===== src/rtl/regfile_writeback_queue_pkg.sv =====
// Shared widths and entry types for the register-file writeback queue.
// Imported by the interface, the FIFO and the top.
package wbq_pkg;

  localparam int REG_ADDR_W = 5;
  localparam int DATA_W     = 32;

  localparam logic [REG_ADDR_W-1:0] ZERO_REG = 5'd0;

  typedef struct packed {
    logic [REG_ADDR_W-1:0] rc;
    logic [DATA_W-1:0]     dc;
  } wb_entry_t;

  typedef struct packed {
    logic              hit;
    logic [DATA_W-1:0] data;
  } wb_fwd_t;

endpackage


===== src/rtl/regfile_writeback_queue_if.sv =====
// Producer-side valid/ready write channel into the writeback queue.
// Producers use master; the queue uses slave.
interface wbq_if;
  import wbq_pkg::*;

  logic                  in_valid;
  logic                  in_ready;
  logic [REG_ADDR_W-1:0] in_rc;
  logic [DATA_W-1:0]     in_dc;

  modport master (
    output in_valid,
    output in_rc,
    output in_dc,
    input  in_ready
  );

  modport slave (
    input  in_valid,
    input  in_rc,
    input  in_dc,
    output in_ready
  );

endinterface


===== src/rtl/regfile_writeback_queue_fifo.sv =====
// Circular buffer of pending register writes.
// Entries are also exposed oldest-first so the top can forward from them.
module wbq_fifo
  import wbq_pkg::*;
#(
  parameter int DEPTH = 4
) (
  input  logic      clk,
  input  logic      reset,
  input  logic      push,
  input  wb_entry_t push_entry,
  input  logic      pop,
  output logic [$clog2(DEPTH):0] count,
  output wb_entry_t ent [DEPTH],
  output logic [DEPTH-1:0] ent_vld
);

  localparam int PTR_W = $clog2(DEPTH);
  localparam int CNT_W = PTR_W + 1;

  wb_entry_t        mem_q [DEPTH];
  wb_entry_t        mem_d [DEPTH];
  logic [PTR_W-1:0] head_q, head_d;
  logic [PTR_W-1:0] tail_q, tail_d;
  logic [CNT_W-1:0] count_q, count_d;

  always_comb begin
    mem_d   = mem_q;
    head_d  = head_q;
    tail_d  = tail_q;
    count_d = count_q;
    if (push) begin
      mem_d[tail_q] = push_entry;
      tail_d        = tail_q + 1'b1;
    end
    if (pop) begin
      head_d = head_q + 1'b1;
    end
    unique case ({push, pop})
      2'b10:   count_d = count_q + 1'b1;
      2'b01:   count_d = count_q - 1'b1;
      default: count_d = count_q;
    endcase
  end

  always_ff @(posedge clk or posedge reset) begin
    if (reset) begin
      for (int i = 0; i < DEPTH; i++) begin
        mem_q[i] <= '0;
      end
      head_q  <= '0;
      tail_q  <= '0;
      count_q <= '0;
    end else begin
      mem_q   <= mem_d;
      head_q  <= head_d;
      tail_q  <= tail_d;
      count_q <= count_d;
    end
  end

  // Age-ordered view: slot 0 is the head, slot count-1 the tail.
  always_comb begin
    for (int i = 0; i < DEPTH; i++) begin
      ent[i]     = mem_q[head_q + PTR_W'(i)];
      ent_vld[i] = CNT_W'(i) < count_q;
    end
  end

  assign count = count_q;

endmodule


===== src/rtl/regfile_writeback_queue.sv =====
// Writeback queue in front of the register file write port:
// buffers producer writes, retires one per cycle, forwards pending data.
module regfile_writeback_queue
  import wbq_pkg::*;
#(
  parameter int DEPTH = 4
) (
  input  logic                  clk,
  input  logic                  reset,
  wbq_if.slave                  wr,
  input  logic                  hold,
  output logic                  RegWrite,
  output logic [REG_ADDR_W-1:0] rc,
  output logic [DATA_W-1:0]     dc,
  input  logic [REG_ADDR_W-1:0] ra,
  input  logic [REG_ADDR_W-1:0] rb,
  output logic                  fwd_a_hit,
  output logic [DATA_W-1:0]     fwd_a_data,
  output logic                  fwd_b_hit,
  output logic [DATA_W-1:0]     fwd_b_data,
  output logic [$clog2(DEPTH):0] count
);

  localparam int CNT_W = $clog2(DEPTH) + 1;

  logic [CNT_W-1:0] fifo_count;
  wb_entry_t        ent [DEPTH];
  logic [DEPTH-1:0] ent_vld;
  wb_entry_t        in_entry;

  logic fire, push_ok, empty, bypass, pop, enq;

  logic      regwrite_q, regwrite_d;
  wb_entry_t out_q, out_d;

  wb_fwd_t fwd_a, fwd_b;

  assign in_entry = '{rc: wr.in_rc, dc: wr.in_dc};
  assign wr.in_ready = (fifo_count != CNT_W'(DEPTH));

  // Writes to r0 complete the handshake but are dropped here.
  assign fire    = wr.in_valid && wr.in_ready;
  assign push_ok = fire && (wr.in_rc != ZERO_REG);
  assign empty   = (fifo_count == '0);
  assign pop     = !hold && !empty;
  assign bypass  = !hold && empty && push_ok;
  assign enq     = push_ok && !bypass;

  wbq_fifo #(
    .DEPTH(DEPTH)
  ) u_fifo (
    .clk       (clk),
    .reset     (reset),
    .push      (enq),
    .push_entry(in_entry),
    .pop       (pop),
    .count     (fifo_count),
    .ent       (ent),
    .ent_vld   (ent_vld)
  );

  always_comb begin
    regwrite_d = 1'b0;
    out_d      = out_q;
    unique case (1'b1)
      pop: begin
        regwrite_d = 1'b1;
        out_d      = ent[0];
      end
      bypass: begin
        regwrite_d = 1'b1;
        out_d      = in_entry;
      end
      default: ;
    endcase
  end

  always_ff @(posedge clk or posedge reset) begin
    if (reset) begin
      regwrite_q <= 1'b0;
      out_q      <= '0;
    end else begin
      regwrite_q <= regwrite_d;
      out_q      <= out_d;
    end
  end

  // Scan oldest to youngest so the youngest match overrides.
  always_comb begin
    fwd_a = '0;
    fwd_b = '0;
    if (regwrite_q && out_q.rc == ra) begin
      fwd_a = '{hit: 1'b1, data: out_q.dc};
    end
    if (regwrite_q && out_q.rc == rb) begin
      fwd_b = '{hit: 1'b1, data: out_q.dc};
    end
    for (int i = 0; i < DEPTH; i++) begin
      if (ent_vld[i] && ent[i].rc == ra) begin
        fwd_a = '{hit: 1'b1, data: ent[i].dc};
      end
      if (ent_vld[i] && ent[i].rc == rb) begin
        fwd_b = '{hit: 1'b1, data: ent[i].dc};
      end
    end
    if (ra == ZERO_REG) begin
      fwd_a = '0;
    end
    if (rb == ZERO_REG) begin
      fwd_b = '0;
    end
  end

  assign RegWrite   = regwrite_q;
  assign rc         = out_q.rc;
  assign dc         = out_q.dc;
  assign fwd_a_hit  = fwd_a.hit;
  assign fwd_a_data = fwd_a.data;
  assign fwd_b_hit  = fwd_b.hit;
  assign fwd_b_data = fwd_b.data;
  assign count      = fifo_count;

endmodule


===== src/flat_wrapper.sv =====
// flat-port wrapper written by rule: the top's interface ports become plain ports
module regfile_writeback_queue_flat import wbq_pkg::*;
#(
  parameter int DEPTH = 4
)
  (clk, reset, hold, RegWrite, rc, dc, ra, rb, fwd_a_hit, fwd_a_data, fwd_b_hit, fwd_b_data, count, wr_in_valid, wr_in_rc, wr_in_dc, wr_in_ready);
  wbq_if wr_i ();
  input  logic clk;
  input  logic reset;
  input  logic hold;
  output logic RegWrite;
  output logic [REG_ADDR_W-1:0] rc;
  output logic [DATA_W-1:0] dc;
  input  logic [REG_ADDR_W-1:0] ra;
  input  logic [REG_ADDR_W-1:0] rb;
  output logic fwd_a_hit;
  output logic [DATA_W-1:0] fwd_a_data;
  output logic fwd_b_hit;
  output logic [DATA_W-1:0] fwd_b_data;
  output logic [$clog2(DEPTH):0] count;
  input wire logic [$bits(wr_i.in_valid)-1:0] wr_in_valid;
  input wire logic [$bits(wr_i.in_rc)-1:0] wr_in_rc;
  input wire logic [$bits(wr_i.in_dc)-1:0] wr_in_dc;
  output wire logic [$bits(wr_i.in_ready)-1:0] wr_in_ready;
  assign wr_i.in_valid = wr_in_valid;
  assign wr_i.in_rc = wr_in_rc;
  assign wr_i.in_dc = wr_in_dc;
  assign wr_in_ready = wr_i.in_ready;
  regfile_writeback_queue #(.DEPTH(DEPTH)) u_core (.clk(clk), .reset(reset), .wr(wr_i), .hold(hold), .RegWrite(RegWrite), .rc(rc), .dc(dc), .ra(ra), .rb(rb), .fwd_a_hit(fwd_a_hit), .fwd_a_data(fwd_a_data), .fwd_b_hit(fwd_b_hit), .fwd_b_data(fwd_b_data), .count(count));
endmodule

===== config.mk =====
export PLATFORM = sky130hd
export DESIGN_NAME = regfile_writeback_queue_flat
export DESIGN_NICKNAME = d
export VERILOG_FILES = /design/src/rtl/regfile_writeback_queue_pkg.sv /design/src/rtl/regfile_writeback_queue_if.sv /design/src/rtl/regfile_writeback_queue_fifo.sv /design/src/rtl/regfile_writeback_queue.sv /design/src/flat_wrapper.sv
export SDC_FILE = /design/constraint.sdc
export NUM_CORES = 1
export LEC_CHECK = 0
export CAP_MARGIN = 40
export CELL_PAD_IN_SITES_DETAIL_PLACEMENT = 1
export CELL_PAD_IN_SITES_GLOBAL_PLACEMENT = 1
export CORE_ASPECT_RATIO = 0.9
export CORE_UTILIZATION = 30
export DETAILED_ROUTE_END_ITERATION = 8
export HOLD_SLACK_MARGIN = 0.06
export PLACE_DENSITY = 0.53
export RECOVER_POWER = 100
export SYNTH_ARGS = -nofsm -noshare
export SYNTH_HDL_FRONTEND = slang
export SYNTH_SLANG_ARGS = --single-unit

===== constraint.sdc =====
create_clock -name clk -period 9.08 [get_ports clk]
set_input_delay 1.816 -clock clk [delete_from_list [all_inputs] [get_ports clk]]
set_output_delay 1.816 -clock clk [all_outputs]
set_load 0.02 [all_outputs]

After elaboration in Yosys (flattened, before gate mapping). Index checks and enable logic that the tools add are counted.

Register bits after elaboration: 193. Word-level logic and storage cells: 105. Input bits: 51. Output and inout port bits: 108.

Order comparisons: 10. Eq/ne operators: 13. Add/subtract/negate cells: 6. Reduce and logical (&&, ||, !) cells: 27. Bitwise logic cells: 5. Muxes and demuxes: 30.

Operator list (count): 33-bit two-way mux (12); 37-bit two-way mux (9); 37-bit binary-select mux with 2-bit select (4); 148-bit bitwise mux (1); 37-bit demux with 2-bit select (1); 37-bit case mux with 2 select lines (1); 5-bit equality test (10); 1-bit logical AND (17); 3-bit greater-or-equal comparator, second input constant (5); 2-bit NOT with 3-bit output (5); 5-bit logical NOT (2); 1-bit by 3-bit less-than comparator with 1-bit output, first input constant (2); 2-bit by 3-bit less-than comparator with 1-bit output, first input constant (2); 3-bit case mux with 2 select lines (1); 5-bit nonzero test (1); 2-bit by 1-bit adder with 2-bit output, second input constant (2); 2-bit adder, second input constant (2); 2-bit nonzero test (2); 3-bit by 1-bit adder with 3-bit output, second input constant (1); 1-bit logical NOT (3); 3-bit logical NOT (1); 3-bit by 1-bit less-than comparator with 1-bit output, second input constant (1); 3-bit != test, second input constant (1); 3-bit by 1-bit subtractor with 3-bit output, second input constant (1); 4 further kinds (4).

Depth between registers and ports, before layout. Gate-level depths: netlist of run 1.

Word-level depth: 11. Depth in mapped cells: 11. Depth with buffers taken out: 8.

By module. From an unflattened synthesis of run 1, not the netlist that was laid out.

Cells, all modules: 1217. Area, all modules: 14659.1 sq um.

Modules (own cells, without submodules): wbq_fifo (times used 1, sequential area each 3878.7 sq um, area an instance 9536.6 sq um, cells each 534); regfile_writeback_queue (times used 1, sequential area each 950.9 sq um, area an instance 5122.4 sq um, cells each 683).

Least setup slack after synthesis of run 1. OpenSTA, ideal clock, no wires.

Kind: input to output. Start point: input ra[2]. End point: output fwd_a_data[0]. Cell stages on the path: 8. Path slack: 3.494 ns. Buffers on the path: 2. Arrival: 3.770 ns. Data required time: 7.264 ns. Cells stage by stage: clkbuf_1 xor2_1 nor4_1 nand3_1 o21ba_2 clkbuf_1 a221oi_1 o31ai_1.

Cells in the longest elaborated chain, start to end: 8. Elaborated cells on any way between the ends: 17. Classes of those cells: eq/ne: 5; mux: 6; reduce/logical: 6.

Ends and longest elaborated chain: start, declared (line flat_wrapper.sv:14) `input logic [REG_ADDR_W-1:0] ra;`; 5-bit equality test (line regfile_writeback_queue.sv:92) `if (regwrite_q && out_q.rc == ra) begin`; 1-bit logical AND (line regfile_writeback_queue.sv:92); 33-bit two-way mux (line regfile_writeback_queue.sv:92); 33-bit two-way mux (4 in series) (line regfile_writeback_queue.sv:99) `if (ent_vld[i] && ent[i].rc == ra) begin`; 33-bit two-way mux * (line regfile_writeback_queue.sv:106) `if (ra == ZERO_REG) begin`; end, declared (line flat_wrapper.sv:17) `output logic [DATA_W-1:0] fwd_a_data;`.

Every way passes the cells marked *; elsewhere a longest branch is shown, timed or not.

Worst setup path in the final report of run 1.
Start point: input rb[0]. End point: output fwd_b_hit.

Cells in the longest elaborated chain, start to end: 8. Elaborated cells on any way between the ends: 17. Classes of those cells: eq/ne: 5; mux: 6; reduce/logical: 6.

Ends and longest elaborated chain: start, declared (line flat_wrapper.sv:15) `input logic [REG_ADDR_W-1:0] rb;`; 5-bit equality test (line regfile_writeback_queue.sv:95) `if (regwrite_q && out_q.rc == rb) begin`; 1-bit logical AND (line regfile_writeback_queue.sv:95); 33-bit two-way mux (line regfile_writeback_queue.sv:95); 33-bit two-way mux (4 in series) (line regfile_writeback_queue.sv:102) `if (ent_vld[i] && ent[i].rc == rb) begin`; 33-bit two-way mux * (line regfile_writeback_queue.sv:109) `if (rb == ZERO_REG) begin`; end, declared (line flat_wrapper.sv:18) `output logic fwd_b_hit;`.

Marked as above.

==> impl_metrics.yaml, run 1 <==
drt:
  wire_per_inst_um: 28.1
  remaining_drc_errors: 0
  firstDrtPassIters: 5
  drtIter0Drc: 962
  routed_via_density: 6.11
  ant_nets: 0
  wl_um: 52500
  vias: 11400
global_routing:
  grt_pass1_vias: 11700
  grt_overflow_total: 0
  antenna_found_initial: 0
  grt_pass1_wl_um: 79600
  globalRouteTotalUtil_pct: 22.3
  grt_max_degree: 83
logic_synthesis:
  async_flop_share_pct: 100
  yosys.area_share.simple_pct: 7.02
  ys_warn_count: 0
  synth_edf_count: 0
  synth_nets: 1211
  syn_area_sq_mm: 0.0143
  synthXorXnorAreaFrac_pct: 3.44
  synth_seq_area_share_pct: 33.9
  synth_fa_ha_area_share_pct: 0.702
  synth_compound_area_share_pct: 15.2
  synth_cells: 1152
  synth_top_family_by_area: "multiplexers"
  ys_seq_elements: 193
  syn_area_per_cell_sq_um: 12.4
  synthMuxAreaShare_pct: 35.1
  ys_types: 42
  synth_ff_type: "dfrtp_1"
timing:
  slew_headroom_pct: -175
  rsz0062_at_grt: "false"
  tns_ns: 0
  hold_viol: 0
  worst_slew_pin_slew_ns: 4.11
  fmax_mhz: 121
  hold_slack_ns: 0.544
  timing.final.crit_share_pct: 91.4
  final_max_slew_viol_count: 449
  period_minus_slack_ns: 8.30
  finClkSkew_ns: 0.0132
  setup_viol: 0
cts:
  cts_made_buffers: 17
  cts_htree_levels: 4
  clock_latency_ns: 0.49
  cts_tree: "built"
  clkSlewWorstSetupHoldPaths_ns: 0.07
  clockBufferDepth: 2
  cts_root_buf: "clkbuf_16"
  post_cts_buffers: 0
  ctsResizeCount: 0
  hold_buffers: 0
  cts.sink_count: 193
run:
  drv_cap: 12
finish:
  diodes: 0
  final_area_sq_mm: 0.0169
  fillCellCount: 4973
  fin_nets: 1302
  drive_gt1_share_pct: 34.6
  syn2layout_area_growth_pct: 18.7
  fin_cells: 1869
setup_path:
  startpoint_type: "input pin"
  critical_path.slowest_cell: "nor2_1"
  path_class: "in -> out"
  arrival_ns: 6.48
  cp_max_fo: 23
  crit_top_cell: "clkdlybuf4s50_1"
  endpoint_kind: "primary output"
  cp_top_family: "simple AND/OR/NAND/NOR gates"
  critical_path.cell_chain: "clkdlybuf4s50_1 -> xnor2_1 -> nand4_1 -> nor2_1 -> buf_4 -> nor4_1 -> a21oi_1 -> clkdlybuf4s50_1"
  worstReg2RegStart: "u_core.u_fifo.count[1]$_DFFE_PP0P_"
  worst-path-buf-inv: 3
  crit_start: "rb[0]"
  cp.required_ns: 7.26
  cpPeakStageDelay_ns: 1.86
placed_design:
  dp.cells: 1840
  place_congestion: 0.822
  place.port_buffers: 158
  place_area_sq_mm: 0.0165
  hpwl_um: 33500
floorplanning:
  die_w_um: 232
  io-pin-count: 159
  dieArea_sq_mm: 0.0484
  rows: 75
  start_util_pct: 30.5
  coreArea_sq_mm: 0.0467
  die_h_um: 209
power_and_ir_drop:
  vdd_drop_max_v: 0.000228
  power.leakage_nw: 6.39
  powerDensity_mw_per_mm2: 431
  total_power_mw: 7.30
status:
  violations: "max-capacitance violations, max-slew violations"
  status: "finished, violations left"
hold_path:
  hold_class: "reg -> reg"
  hp-start: "u_core.dc[31]$_DFFE_PP0P_"
## final timing paths
kind,endpoint,slack [ns],depth (start not counted)
max in group asynchronous,u_core.dc[31]$_DFFE_PP0P_,2.10,3
setup / recovery,fwd_b_hit,0.78,8
setup reg to reg,u_core.rc[0]$_DFFE_PP0P_,3.39,9
min in group asynchronous,u_core.u_fifo.mem_q[139]$_DFFE_PP0P_,3.01,2
hold / removal,u_core.dc[31]$_DFFE_PP0P_,0.54,2
hold reg to reg,u_core.dc[31]$_DFFE_PP0P_,0.54,2
## layout make-up
class	count	area (sq um)	area share (%)
clock buffers	24	502	2.96
well taps	616	771	4.55
inverters	7	27.5	0.163
clock inverters	5	30.0	0.177
multi-input cells	827	8850	52.3
flip-flops and latches	193	4840	28.6
repair buffers	197	1910	11.3
## routing by layer
metal | part of all wire, % | global-route usage (%) | vias up
met1 | 46 | 31.2 | 6157
li1 | - | - | 4809
met3 | 5.6 | 4.37 | 56
met2 | 47 | 34.5 | 396
met5 | 0 | 0 | -
met4 | 1.9 | 7.21 | 0
## layout by cell type, fill, tap and decap left out, drive strengths merged, types with 2 or more instances in the layout
cell type and n:
clkinvlp 3, or2 34, nor3 6, nor2 75
nand3 3, a22oi 37, mux2 148, nor4 3
ha 8, or4 3, a221oi 64, dfrtp 193
mux4 148, o21ai 7, nand4 6, buf 27
dlygate4sd3 104, nand2 87, clkdlybuf4s50 54, a21oi 2
clkinv 3, nand2b 2, o31ai 64, xor2 18
o21ba 3, clkbuf 36, xnor2 38, a32oi 64
inv 6
## per-stage QoR
| step | worst slack, ns | utilization, % |
|---|---|---|
| CTS | 1.59 | 36.4 |
| global placement | 1.57 | 34.9 |
| detailed placement | 1.60 | 35.2 |
| global route | 0.732 | 36.2 |
| floorplan | 2.01 | - |
| finish | 0.783 | 36.2 |
## where the power goes
group / internal, mW / leakage [nW] / switching [mW]
sequential: 1.30 / 2.31 / 0.595
clock: 0.380 / 0.260 / 0.359
combinational: 2.34 / 3.82 / 2.32
## registers in the layout, summed over array words and instances, names as in the netlist
register,flops
u_core.RegWrite,1
u_core.dc,32
u_core.u_fifo.tail_q,2
u_core.u_fifo.mem_q,148
u_core.u_fifo.count,3
u_core.u_fifo.head_q,2
u_core.rc,5
## kinds of logic (layout without fill, tap and decap cells)
kind of cell,after synthesis,in the layout
compound gates,244,244
xor+xnor,56,56
fa+ha+maj,8,8
buf+inv,132,233
flops,193,193
mux,297,297
simple gates,222,222
## synthesized netlist by cell type (all sizes together), types with 7 or more instances
library cell	count	share of area, %
dfrtp	193	34
mux2	148	12
mux4	148	23
nand2	87	2.3
buf	79	3.2
nor2	75	2.0
a221oi	64	5.2
a32oi	64	3.9
o31ai	64	3.4
clkbuf	46	1.2
xnor2	38	2.3
a22oi	37	1.9
or2	34	1.5
xor2	18	1.1
ha	8	0.70
inv	7	0.18
o21ai	7	0.27
## tightest hold or removal path: stages (launching register included)
cell,delay [ns]
dfrtp_1,0.39
nand2_1,0.06
nand2_1,0.06
(Power assumes the default switching activity.)
==> run 2: changes to the inputs <==
- SYNTH_HIERARCHICAL: default -> 1
==> impl_metrics.yaml, run 2 <==
finish:
  utilization_pct: 35.7
  fin_nets: 1364
  fin_cells: 1942
  diodes: 0
  final_common_cell: "nand2_1"
  syn2layout_area_growth_pct: 16.8
  top_register: "u_core/u_fifo/mem_q"
  drive_gt1_share_pct: 28.9
  largest_reg_flops: 148
  mostFrequentLayoutCells: "208 x nand2_1, 191 x dfrtp_1, 148 x mux4_2"
drt:
  routed_via_density: 6.09
  vias: 11800
  drtIter0Drc: 896
  wire_per_inst_um: 28.0
  ant_nets: 0
  wl_um: 54300
  remaining_drc_errors: 0
  firstDrtPassIters: 5
logic_synthesis:
  yosys.area_share.simple_pct: 9.17
  ys_types: 47
  synth_edf_count: 0
  synth_seq_area_share_pct: 32.9
  synthMuxAreaShare_pct: 34.2
  synth.top_cell.area_share_pct: 32.9
  syn_area_per_cell_sq_um: 12.0
  synthXorXnorAreaFrac_pct: 3.35
  async_flop_share_pct: 100
  synth_area_leaders: "dfrtp_1 33%, mux4_2 23%, mux2_2 11%"
  yosysTopAreaCell: "dfrtp_1"
  synth_nets: 1276
  synth_ff_type: "dfrtp_1"
  synth_cells: 1217
  synth_compound_area_share_pct: 13.5
  syn_area_sq_mm: 0.0147
  yosysMostFrequentCell: "nand2_1"
  synth_top_family_by_area: "multiplexers"
  ys_warn_count: 6
  ys_top_cells_by_count: "204 x nand2_1, 193 x dfrtp_1, 148 x mux2_2, 148 x mux4_2, 99 x a22oi_1"
  ys_seq_elements: 193
  synth_fa_ha_area_share_pct: 0.683
floorplanning:
  die_h_um: 212
  start_util_pct: 30.5
  coreArea_sq_mm: 0.0480
  rows: 76
  dieArea_sq_mm: 0.0498
  io-pin-count: 159
  die_w_um: 235
run:
  drv_cap: 10
setup_path:
  startpoint_type: "input pin"
  path_class: "in -> out"
  arrival_ns: 6.25
  cp_max_fo: 19
  endpoint_kind: "primary output"
  cp.required_ns: 7.26
cts:
  cts_made_buffers: 17
  clockBufferDepth: 2
  clkSlewWorstSetupHoldPaths_ns: 0.07
  post_cts_buffers: 0
  cts_root_buf: "clkbuf_16"
  hold_buffers: 0
  cts.sink_count: 193
  clock_latency_ns: 0.47
  cts_tree: "built"
  ctsResizeCount: 0
  cts_htree_levels: 4
status:
  violations: "max-capacitance violations, max-slew violations"
  status: "finished, violations left"
placed_design:
  hpwl_um: 34500
  dp.cells: 1909
  place_congestion: 0.797
  place.port_buffers: 158
timing:
  final_max_slew_viol_count: 382
  worst_slew_pin_slew_ns: 3.16
  tns_ns: 0
  hold_viol: 0
  timing.final.crit_share_pct: 88.8
  rsz0062_at_grt: "false"
  setup_viol: 0
  fmax_mhz: 124
  period_minus_slack_ns: 8.06
  finClkSkew_ns: 0.0114
  slew_headroom_pct: -111
global_routing:
  grt_pass1_wl_um: 82300
  antenna_found_initial: 3
  grt_max_degree: 131
  globalRouteTotalUtil_pct: 22.3
  grt_pass1_vias: 12100
  grt_overflow_total: 0
power_and_ir_drop:
  powerDensity_mw_per_mm2: 446
  power.leakage_nw: 6.56
  vdd_drop_max_v: 0.000252
hold_path:
  hold_class: "reg -> reg"
run 2: cell types whose count changed after synthesis, moves of 18 or more:
cell / change
clkbuf_1: -22
buf_4: +18
a32oi_1: -64
a221oi_1: +22
nand2_1: +117
a22oi_1: +62
o31ai_1: -64
or2_2: -33
nand2b_1: +31
nor2_1: -63
o221ai_1: +62
a221oi_2: -24
run 2: cell type report:
type	count	area (sq um)
flip-flops and latches	193	4840
clock buffers	20	467
inverters	8	31.3
fillers	5110	30900
repair buffers	194	1930
well taps	624	781
multi-input cells	891	8940
clock inverters	12	131
run 2: where the power goes:
| part | total (mW) | internal, mW | switching (mW) |
|---|---|---|---|
| registers | 1.90 | 1.30 | 0.599 |
| clock network | 0.799 | 0.429 | 0.371 |
| logic | 4.93 | 2.44 | 2.50 |
run 2: path summary, 6_finish.rpt:
check | startpoint | end | slack [ns] | depth (start not counted)
worst max register to register | u_core/u_fifo/count[2]$_DFFE_PP0P_ | u_core/rc[1]$_DFFE_PP0P_ | 2.94 | 7
worst min register to register | u_core/u_fifo/tail_q[0]$_DFFE_PP0P_ | u_core/u_fifo/tail_q[0]$_DFFE_PP0P_ | 0.54 | 1
max in group asynchronous | reset | u_core/u_fifo/head_q[0]$_DFFE_PP0P_ | 2.20 | 4
worst max-delay path | ra[1] | fwd_a_data[25] | 1.02 | 9
min in group asynchronous | reset | u_core/u_fifo/mem_q[97]$_DFFE_PP0P_ | 2.25 | 2
worst min-delay path | u_core/u_fifo/tail_q[0]$_DFFE_PP0P_ | u_core/u_fifo/tail_q[0]$_DFFE_PP0P_ | 0.54 | 1
run 2: metrics by stage:
| stage | instance area [sq um] | setup slack [ns] | hold WS [ns] | power (mW) |
|---|---|---|---|---|
| finish | 17100 | 1.02 | 0.542 | 7.63 |
| global route | 17100 | 0.869 | 0.564 | 8.12 |
| CTS | 17200 | 1.81 | 0.558 | 7.76 |
| detailed placement | 16600 | 1.84 | 0.544 | 6.92 |
| global placement | 16400 | 1.75 | 0.525 | 6.80 |
| floorplan | 14700 | 3.09 | 0.494 | 5.37 |
run 2: logic make-up (layout without fill, tap and decap cells):
group,Yosys count,after routing
muxes,297,297
and+or+nand+nor,291,291
AOI/OAI and AO/OA,239,239
DFF,193,193
buffers and inverters,133,234
xor gates and xnor gates,56,56
adders and majority gates,8,8
run 2: metal layers:
layer | wire, um | track usage [%]
met5 | 25 | 0
met4 | 824 | 4.81
met3 | 2940 | 3.73
met2 | 25700 | 35.8
met1 | 24800 | 31.4
run 2: critical path: stages:
cell and delay [ns]:
clkdlybuf4s50_1 0.59, xnor2_1 0.28, nand4_1 0.15, nor3_2 0.35
a21o_1 0.66, clkbuf_1 1.11, a221oi_1 0.11, a22oi_1 0.41
dlygate4sd3_1 0.73
==> run 3: changes to the inputs <==
- CORE_ASPECT_RATIO: 0.9 -> 1.25
==> impl_metrics.yaml, run 3 (synthesized netlist as in run 2, its figures left out) <==
status:
  status: "finished, violations left"
  violations: "max-capacitance violations, max-slew violations"
floorplanning:
  io-pin-count: 159
  die_h_um: 249
  die_w_um: 200
  coreArea_sq_mm: 0.0482
  dieArea_sq_mm: 0.0498
  rows: 90
  start_util_pct: 30.4
power_and_ir_drop:
  powerDensity_mw_per_mm2: 442
  vdd_drop_max_v: 0.000259
  power.leakage_nw: 6.57
  total_power_mw: 7.57
cts:
  clock_latency_ns: 0.47
  clockBufferDepth: 2
  cts_tree: "built"
  ctsResizeCount: 0
  post_cts_buffers: 0
  cts.sink_count: 193
  cts_htree_levels: 4
  clkSlewWorstSetupHoldPaths_ns: 0.08
  cts_root_buf: "clkbuf_16"
  cts_made_buffers: 17
  hold_buffers: 0
placed_design:
  place_congestion: 0.799
  place.port_buffers: 158
  place_area_sq_mm: 0.0166
  dp.cells: 1931
  hpwl_um: 35400
timing:
  final_max_slew_viol_count: 392
  fmax_mhz: 123
  hold_viol: 0
  rsz0062_at_grt: "false"
  slew_headroom_pct: -114
  setup_viol: 0
  worst_slew_pin_slew_ns: 3.21
  finClkSkew_ns: 0.0146
  timing.final.crit_share_pct: 89.4
  period_minus_slack_ns: 8.12
  tns_ns: 0
run:
  drv_cap: 11
setup_path:
  path_class: "in -> out"
  worstReg2RegStart: "u_core/u_fifo/count[0]$_DFFE_PP0P_"
  r2r_cells: 7
  r2r_end: "u_core/dc[11]$_DFFE_PP0P_"
  endpoint_kind: "primary output"
  startpoint_type: "input pin"
  cp.required_ns: 7.26
  r2r_setup_slack_ns: 2.87
  cp_max_fo: 20
  arrival_ns: 6.30
hold_path:
  hold_class: "reg -> reg"
  holdPathStages: 1
  hp-start: "u_core/u_fifo/tail_q[0]$_DFFE_PP0P_"
  whs_endpoint: "u_core/u_fifo/tail_q[0]$_DFFE_PP0P_"
global_routing:
  grt_overflow_total: 0
  grtUsageMet1_pct: 29.6
  grt_pass1_wl_um: 83000
  grt_max_degree: 57
  top_usage_layer: "met2"
  antenna_found_initial: 0
  globalRouteTotalUtil_pct: 22.5
  gr-usage-met2_pct: 38.0
  grt_pass1_vias: 12300
  grt.met3_usage_pct: 2.86
drt:
  routed_via_density: 6.01
  wl_um: 54000
  ant_nets: 0
  vias: 11800
  remaining_drc_errors: 0
  wire_per_inst_um: 27.5
  firstDrtPassIters: 5
  drtIter0Drc: 660
finish:
  final_area_sq_mm: 0.0171
  mostFrequentLayoutCells: "208 x nand2_1, 191 x dfrtp_1, 148 x mux2_2, 148 x mux4_2, 104 x dlygate4sd3_1"
  final_common_cell: "nand2_1"
  diodes: 0
  syn2layout_area_growth_pct: 16.9
  fin_cells: 1963
  fin_nets: 1365
  largest_reg_flops: 148
  drive_gt1_share_pct: 29.2
  top_register: "u_core/u_fifo/mem_q"
[run 3: where the power goes]
| part | internal (mW) | switching [mW] | total (mW) | leakage [nW] |
|---|---|---|---|---|
| clock network | 0.376 | 0.392 | 0.768 | 0.273 |
| registers | 1.30 | 0.609 | 1.91 | 2.32 |
| logic | 2.43 | 2.46 | 4.89 | 3.98 |
[run 3: area by class of cell]
| class | count | area (sq um) |
|---|---|---|
| clock inverter | 13 | 118 |
| timing repair buffer | 195 | 1960 |
| multi-input combinational | 891 | 8940 |
| tap | 644 | 806 |
| clock buffer | 19 | 453 |
| inverter | 8 | 31.3 |
| fill | 5285 | 31100 |
| sequential | 193 | 4840 |
[run 3: layer usage]
metal | share of wire, % | vias up
met5 | 0 | -
met4 | 2.1 | 0
met3 | 4.6 | 75
met2 | 51 | 389
met1 | 43 | 6361
li1 | - | 4982
[run 3: worst max-delay path: stages]
cell           delay (ns)
dlygate4sd3_1        0.81
xor2_1               0.19
nor4_1               0.08
and3_2               0.39
buf_16               0.25
nor2_1               1.32
buf_16               0.26
a221oi_1             0.10
a22oi_1              0.32
dlygate4sd3_1        0.72
[run 3: worst max-delay path by stage]
stage / start / to / slack (ns)
2_1_floorplan: reset / u_core/u_fifo/count[0]$_DFFE_PP0P_ / 3.09
3_3_place_gp: ra[0] / fwd_a_data[1] / 1.63
3_5_place_dp: rb[3] / fwd_b_data[9] / 1.70
4_1_cts: rb[3] / fwd_b_data[9] / 1.68
5_1_grt: rb[1] / fwd_b_data[9] / 0.81
6_report: ra[0] / fwd_a_data[20] / 0.96
[run 3: through the flow]
stage	utilization, %	hold WS [ns]	setup slack (ns)
floorplan	-	0.494	3.09
global placement	34.1	0.523	1.63
detailed placement	34.5	0.533	1.70
CTS	35.7	0.549	1.68
global route	35.6	0.559	0.807
finish	35.6	0.539	0.959
